--- src/rtl/piso_serializer_pkg.sv ---
// Shared definitions for the parallel/serial shift blocks: FSM encoding,
// default geometry and a counter-width helper.
package piso_serializer_pkg;

  typedef enum logic {
    ST_IDLE  = 1'b0,
    ST_SHIFT = 1'b1
  } state_t;

  localparam int DEFAULT_WIDTH = 8;
  localparam int DEFAULT_DIV   = 5;

  // A counter that must hold 0..n-1; never narrower than one bit.
  function automatic int cnt_width(input int n);
    return (n > 1) ? $clog2(n) : 1;
  endfunction

endpackage

--- src/rtl/piso_serializer_tick_gen.sv ---
// Free-running divider on clk: tick is high for one cycle out of every DIV.
// clear holds the count at zero so the first period after release is full length.
module tick_gen
  import piso_serializer_pkg::*;
#(
  parameter int DIV = DEFAULT_DIV
) (
  input  logic clk,
  input  logic rst,
  input  logic clear,
  output logic tick
);

  localparam int            CW   = cnt_width(DIV);
  localparam logic [CW-1:0] LAST = CW'(DIV - 1);

  logic [CW-1:0] cnt;

  // With DIV=1 LAST is zero, so cnt never leaves 0 and tick is constant high.
  always_ff @(posedge clk) begin
    if (rst || clear) begin
      cnt <= '0;
    end else if (cnt == LAST) begin
      cnt <= '0;
    end else begin
      cnt <= cnt + CW'(1);
    end
  end

  assign tick = (cnt == LAST);

endmodule

--- src/rtl/piso_serializer.sv ---
// Parallel-in/serial-out shifter with a 1-deep holding buffer, per-word bit
// order and zero-gap streaming; the live shift register drives par_view.
module piso_serializer
  import piso_serializer_pkg::*;
#(
  parameter int   WIDTH    = DEFAULT_WIDTH,
  parameter int   DIV      = DEFAULT_DIV,
  parameter logic FILL_BIT = 1'b0
) (
  input  logic             clk,
  input  logic             rst,
  input  logic [WIDTH-1:0] load_data,
  input  logic             load_lsb,
  input  logic             load_valid,
  output logic             load_ready,
  output logic             ser_out,
  output logic             ser_valid,
  output logic             word_done,
  output logic             busy,
  output logic [WIDTH-1:0] par_view
);

  localparam int            BW       = cnt_width(WIDTH);
  localparam logic [BW-1:0] LAST_BIT = BW'(WIDTH - 1);

  state_t           state;
  state_t           state_nxt;
  logic [WIDTH-1:0] hold_data;
  logic             hold_lsb;
  logic             hold_valid;
  logic [WIDTH-1:0] shift_reg;
  logic             lsb_mode;
  logic [BW-1:0]    bit_cnt;
  logic             out_of_reset;
  logic             done_q;
  logic             tick;
  logic             shift_tick;
  logic             last_tick;
  logic             load_from_hold;
  logic             accept;

  // Handshake: a word transfers on any posedge where load_valid && load_ready.
  // load_ready depends only on registers (never on load_valid); the producer
  // keeps load_data/load_lsb stable until the transfer happens.
  assign load_ready = out_of_reset && !hold_valid;
  assign accept     = load_valid && load_ready;

  assign shift_tick     = (state == ST_SHIFT) && tick;
  assign last_tick      = shift_tick && (bit_cnt == LAST_BIT);
  assign load_from_hold = hold_valid && ((state == ST_IDLE) || last_tick);

  tick_gen #(
    .DIV (DIV)
  ) u_tick_gen (
    .clk   (clk),
    .rst   (rst),
    .clear (state != ST_SHIFT),
    .tick  (tick)
  );

  always_ff @(posedge clk) begin
    if (rst) begin
      out_of_reset <= 1'b0;
    end else begin
      out_of_reset <= 1'b1;
    end
  end

  // accept and load_from_hold are mutually exclusive: one needs hold empty,
  // the other hold full.
  always_ff @(posedge clk) begin
    if (rst) begin
      hold_valid <= 1'b0;
      hold_data  <= '0;
      hold_lsb   <= 1'b0;
    end else if (accept) begin
      hold_valid <= 1'b1;
      hold_data  <= load_data;
      hold_lsb   <= load_lsb;
    end else if (load_from_hold) begin
      hold_valid <= 1'b0;
    end
  end

  always_ff @(posedge clk) begin
    if (rst) begin
      state <= ST_IDLE;
    end else begin
      state <= state_nxt;
    end
  end

  always_comb begin
    state_nxt = state;
    case (state)
      ST_IDLE:  if (hold_valid) state_nxt = ST_SHIFT;
      ST_SHIFT: if (last_tick && !hold_valid) state_nxt = ST_IDLE;
      default:  state_nxt = ST_IDLE;
    endcase
  end

  // The final tick of a word also shifts, so an idle register shows only
  // fill bits once the word has fully left.
  always_ff @(posedge clk) begin
    if (rst) begin
      shift_reg <= '0;
      lsb_mode  <= 1'b0;
      bit_cnt   <= '0;
      done_q    <= 1'b0;
    end else begin
      done_q <= last_tick;
      if (load_from_hold) begin
        shift_reg <= hold_data;
        lsb_mode  <= hold_lsb;
        bit_cnt   <= '0;
      end else if (shift_tick) begin
        shift_reg <= lsb_mode ? {FILL_BIT, shift_reg[WIDTH-1:1]}
                              : {shift_reg[WIDTH-2:0], FILL_BIT};
        if (!last_tick) begin
          bit_cnt <= bit_cnt + BW'(1);
        end
      end
    end
  end

  always_comb begin
    ser_valid = (state == ST_SHIFT);
    busy      = (state == ST_SHIFT) || hold_valid;
    ser_out   = lsb_mode ? shift_reg[0] : shift_reg[WIDTH-1];
    word_done = done_q;
    par_view  = shift_reg;
  end

endmodule
--- config.mk ---
export PLATFORM = sky130hd
export DESIGN_NAME = piso_serializer
export DESIGN_NICKNAME = d
export VERILOG_FILES = /design/src/rtl/piso_serializer_pkg.sv /design/src/rtl/piso_serializer_tick_gen.sv /design/src/rtl/piso_serializer.sv
export SDC_FILE = /design/constraint.sdc
export NUM_CORES = 1
export LEC_CHECK = 0
export BUFFER_PORTS_ARGS = -buffer_cell sky130_fd_sc_hd__buf_4
export CORE_ASPECT_RATIO = 2
export CORE_UTILIZATION = 48
export CTS_CLUSTER_SIZE = 28
export DETAILED_ROUTE_END_ITERATION = 10
export PLACE_DENSITY = 0.74
export SYNTH_ARGS = -nofsm -noshare
export SYNTH_HDL_FRONTEND = slang
export SYNTH_SLANG_ARGS = --single-unit
--- constraint.sdc ---
create_clock -name clk -period 1.3 [get_ports clk]
set_input_delay 0.13 -clock clk [delete_from_list [all_inputs] [get_ports clk]]
set_output_delay 0.13 -clock clk [all_outputs]
set_load 0.01 [all_outputs]
# Word-level counts from Yosys, hierarchy flattened

Cells that the tools add are included.

Register bits: 28
Bits of input ports: 12
Output and inout bits: 13
Word-level logic and storage cells: 41

Add/subtract/negate cells: 2
Eq/ne operators: 2
Mux-type cells: 10
Bitwise logic cells: 2
Reduce and logical (&&, ||, !) cells: 15

Operators by type and width:

| operator                                     | count |
|---|---|
| 2-to-1 mux 8 bit                             | 3 |
| adder 3 x 1 -> 3 bit (second input constant) | 2 |
| == test 3 bit (second input constant)        | 2 |
| logical AND 1 bit                            | 6 |
| 2-to-1 mux 1 bit                             | 6 |
| nonzero test 2 bit                           | 2 |
| OR reduction 2 bit                           | 2 |
| logical OR 1 bit                             | 3 |
| inverter 1 bit                               | 2 |
| one-hot mux 1 bit (2 select lines)           | 1 |
| AND reduction 2 bit                          | 1 |
| zero test 1 bit                              | 1 |

# Logic depth before layout (Yosys ltp)

Word-level depth: 7
Mapped depth: 6
Gate-level depth less buffers: 5

# Cells and area by module

From an unflattened synthesis, not the netlist that was laid out.

Cells, all modules: 133
Area total of the unflattened synthesis: 1292.5 um2

By module, submodules not included:

| module          | instances | cells each | area an instance (um2) | seq. area each (um2) |
|---|---|---|---|---|
| piso_serializer | 1         | 120        | 1147.4                 | 500.5 |
| tick_gen        | 1         | 13         | 145.1                  | 60.1 |

# Worst setup path after synthesis

No wires, ideal clock.

Path kind: flip-flop to flip-flop
From: register bit_cnt[0]
To: register shift_reg[1], in the netlist par_view[1]
Library setup time: 0.133 ns
Data arrival time: 1.272 ns
Data required time: 1.167 ns
Slack: -0.105 ns
Cell stages (with the launch flop): 7
Buffers on the path: 1
Clock period less this slack: 1.405 ns
Cell sequence: dfxtp_1 > ha_1 > ha_1 > and4_1 > buf_2 > nor3_1 > o32ai_1

Word-level cells in the longest chain between the ends: 5
Elaborated cells on any way between the ends: 6
Those cells by class: eq/ne (1); mux (1); reduce/logical (4)

Ends and longest elaborated chain:

| what                                                          | line                   | source |
|---|---|---|
| from (decl)                                                   | piso_serializer.sv:33  | `logic [BW-1:0] bit_cnt;` |
| from (signal assigned)                                        | piso_serializer.sv:120 | `bit_cnt <= bit_cnt + BW'(1);` |
| == test 3 bit (*)                                             | piso_serializer.sv:49  | `assign last_tick = shift_tick && (bit_cnt == LAST_BIT);` |
| logical AND 1 bit (*)                                         | piso_serializer.sv:49  |  |
| logical OR 1 bit (*)                                          | piso_serializer.sv:50  | `assign load_from_hold = hold_valid && ((state == ST_IDLE) \|\| last_tick);` |
| logical AND 1 bit (*)                                         | piso_serializer.sv:50  |  |
| 2-to-1 mux 8 bit / nonzero test 2 bit (equally long branches) | --                     |  |
| to (signal assigned)                                          | piso_serializer.sv:113 | `shift_reg <= hold_data;` |
| to (signal assigned)                                          | piso_serializer.sv:117 | `shift_reg <= lsb_mode ? {FILL_BIT, shift_reg[WIDTH-1:1]}` |
| to (decl)                                                     | piso_serializer.sv:31  | `logic [WIDTH-1:0] shift_reg;` |

Mark *: on every way between the ends. The rest lies on a longest branch, timed or not.
A chain may end at the register's enable or synchronous reset.

# Worst setup path after layout

From: register bit_cnt[0]
To: register bit_cnt[0]

Word-level cells in the longest chain between the ends: 5
Elaborated cells on any way between the ends: 8
Those cells by class: add/sub (1); eq/ne (1); bitwise (1); reduce/logical (5)

Ends and longest elaborated chain:

| what                                | line |
|---|---|
| == test 3 bit                       | piso_serializer.sv:49 |
| logical AND 1 bit                   | piso_serializer.sv:49 |
| logical OR 1 bit                    | piso_serializer.sv:50 |
| logical AND 1 bit                   | piso_serializer.sv:50 |
| OR reduction 2 bit (no source line) | -- |

Parallel ways exist; a longest one is shown, timed or not.

==> results_dict.tcl <==
set metrics [dict create \
    status "complete, but fails checks" \
    violations "setup timing" \
    cp.arrival_ps 1560 \
    initialDrtViolationCount 26 \
    min_path_type "input port to flip-flop" \
    ys_warn_count 0 \
    max_freq_ghz 0.732 \
    async_flop_share_pct 0 \
    syn-cell-area_um2 1270 \
    grt_start_max_net_pins 18 \
    drv_cap 0 \
    leakage_nw 0.805 \
    hold_viol 0 \
    cts.clk_slew.worst_paths_ps 90 \
    grt_overflow 0 \
    yosysTopAreaCell "dfxtp_1" \
    tightestPinTransition_ps 216 \
    finalNetCount 195 \
    grt_pass1_vias 1095 \
    pwr_density_cell_nw_per_um2 904 \
    antenna_left 0 \
    cp-end-kind "flip-flop" \
    cts_sinks 28 \
    clock-root-buffer "clkbuf_8" \
    slew_headroom_pct 85.5 \
    setup-tns-final_ps -349 \
    dr.pass1.iters 4 \
    core_area_um2 2540 \
    post-synth-top-count-cell "dfxtp_1" \
    critPathKind "flip-flop to flip-flop" \
    vias 1160 \
    path_max_fanout 4 \
    place_congestion 0.747 \
    total_power_w 0.00165 \
    track_usage_pct 23.8 \
    ys.flop_type "dfxtp_1" \
    ioPinCount 25 \
    setup_viol 11 \
    regToRegStartpoint "bit_cnt[0]$_SDFFE_PP0P_" \
    fin_crit_sh_pct 105 \
    routedWlPerCell_um 15.3 \
    drt_wl_total_um 3140 \
    netlist_instances 137 \
    syn-num-nets 153 \
    ys_seq_area_share_pct 44.1 \
    cts_buffer_depth 2 \
    drive_above_1_share_pct 49.4 \
    ys_ff_latch 28 \
    rsz0062_at_grt "true" \
    rows 26 \
    portBuffers 24 \
    cts_tree "done" \
    area_growth_pct 43.9 \
    final_max_slew_viol_count 0 \
    start_kind "flip-flop" \
    insertion_delay_ps 270 \
    synth_area_per_cell_um2 9.28 \
    via_per_inst 5.63 \
    synthTopCellsByArea "dfxtp_1 44%, mux2i_1 9.4%, mux2_2 6.2%" \
    fin_ws_ps -66.6 \
    dieArea_um2 2870 \
    synth_edf_count 0 \
    synthTopCellsByCount "28 x dfxtp_1, 14 x nor2_1, 12 x mux2i_1, 11 x nor3_1, 10 x nand2_1" \
    num_antenna_cells 0 \
    yosys.cell_types.count 30 \
    required_ps 1490 \
    pre_cts_slack_ps -127 \
    cts_buffers 3 \
    finClkSkew_ps 3.68 \
    fin_crit_ps 1370 \
    fin_hold_ws_ps 89.8 \
    grt_pass1_wl_um 4890 \
    grt_antenna_before_repair 0 \
    place_hpwl_um 2200 \
    initial_utilization_pct 50.1 \
    r2r_slack_ps -70 \
    dieHeight_um 74.8 \
    ir_drop_v 0.000687 \
    startpoint "bit_cnt[0]$_SDFFE_PP0P_" \
    ctsHtreeMaxLevel 1 \
    netlist.area_leader.share_pct 44.1 \
    drcViolationCount 0 \
    hp-start "load_data[1]" \
    fp.dieW_um 38.4 \
]
==> state kept, by name (all words and copies together) (netlist names) <==
name	cells
hold_data	8
out_of_reset	1
u_tick_gen.cnt	3
par_view	8
lsb_mode	1
hold_valid	1
hold_lsb	1
word_done	1
bit_cnt	3
ser_valid	1
==> stage by stage <==
step,instance area [um2],instances,util [%]
4_1_cts,1760,202,69.5
3_3_place_gp,1630,195,64.3
2_1_floorplan,1350,137,-
3_5_place_dp,1630,195,64.3
6_report,1830,206,72.1
5_1_grt,1830,206,72.1
==> report_power, final <==
group	internal [W]	switching [W]	leakage [nW]	total (W)
clock network	0.000271	0.000258	0.0288	0.000529
logic	0.000122	0.000103	0.544	0.000225
registers	0.000880	0.0000199	0.232	0.000900
total	0.00127	0.000381	0.805	0.00165
==> critical path, cell delays in order (launching register included) <==
cell and delay [ps]:
dfxtp_2 350, ha_4 160, ha_4 160, nand4b_1 270, xor2_1 200, nor3_1 150
==> path summary, 6_finish.rpt <==
check	depth (start not counted)	to
worst min register to register	2	lsb_mode$_SDFFE_PP0P_
worst max register to register	5	bit_cnt[0]$_SDFFE_PP0P_
worst min-delay path	3	hold_data[1]$_SDFFE_PP0P_
worst max-delay path	5	bit_cnt[0]$_SDFFE_PP0P_
==> kinds of logic (layout without fill, tap and decap cells) <==
kind of cell,after synthesis,in the layout,share of synthesized area [%]
adder cells (fa/ha/maj),4,4,3.94
XOR/XNOR,1,1,0.689
AND/OR/NAND/NOR,51,51,19.9
AO/OA/AOI/OAI,21,21,10.6
multiplexers,19,19,15.7
flip-flops,28,28,44.1
buffers and inverters,13,54,5.12
==> layout make-up <==
class / count / area (um2)
tap: 28 / 35.0
timing repair buffer: 47 / 384
clock buffer: 4 / 55.1
sequential: 28 / 577
fill: 185 / 708
inverter: 3 / 11.3
multi-input combinational: 96 / 767
==> repair_timing <==
item / 4_1_cts / 5_1_grt
pin swaps: 11 / 1
hold buffers: 0 / 0
gates resized for setup: 16 / 12
setup endpoints to repair: 14 / 14
buffers inserted: 2 / 4
cloned: 1 / 0
==> placed cells by master (no fill, tap or decap), types with 5 or more instances in the layout <==
cell / n
nor2_1: 14
buf_4: 41
mux2i_1: 12
mux2_2: 7
nor3_2: 6
dfxtp_1: 21
nor3_1: 5
buf_6: 5
nand2_1: 10
a21oi_1: 7
==> per-layer routing <==
| metal | track usage [%] | wire length [um] |
|---|---|---|
| met1 | 24.2 | 1170 |
| met2 | 47.5 | 1880 |
| met3 | 1.77 | 67 |
| met4 | 8.05 | 26 |
| met5 | 0 | 0 |
Power figures use the tool's default switching activity.
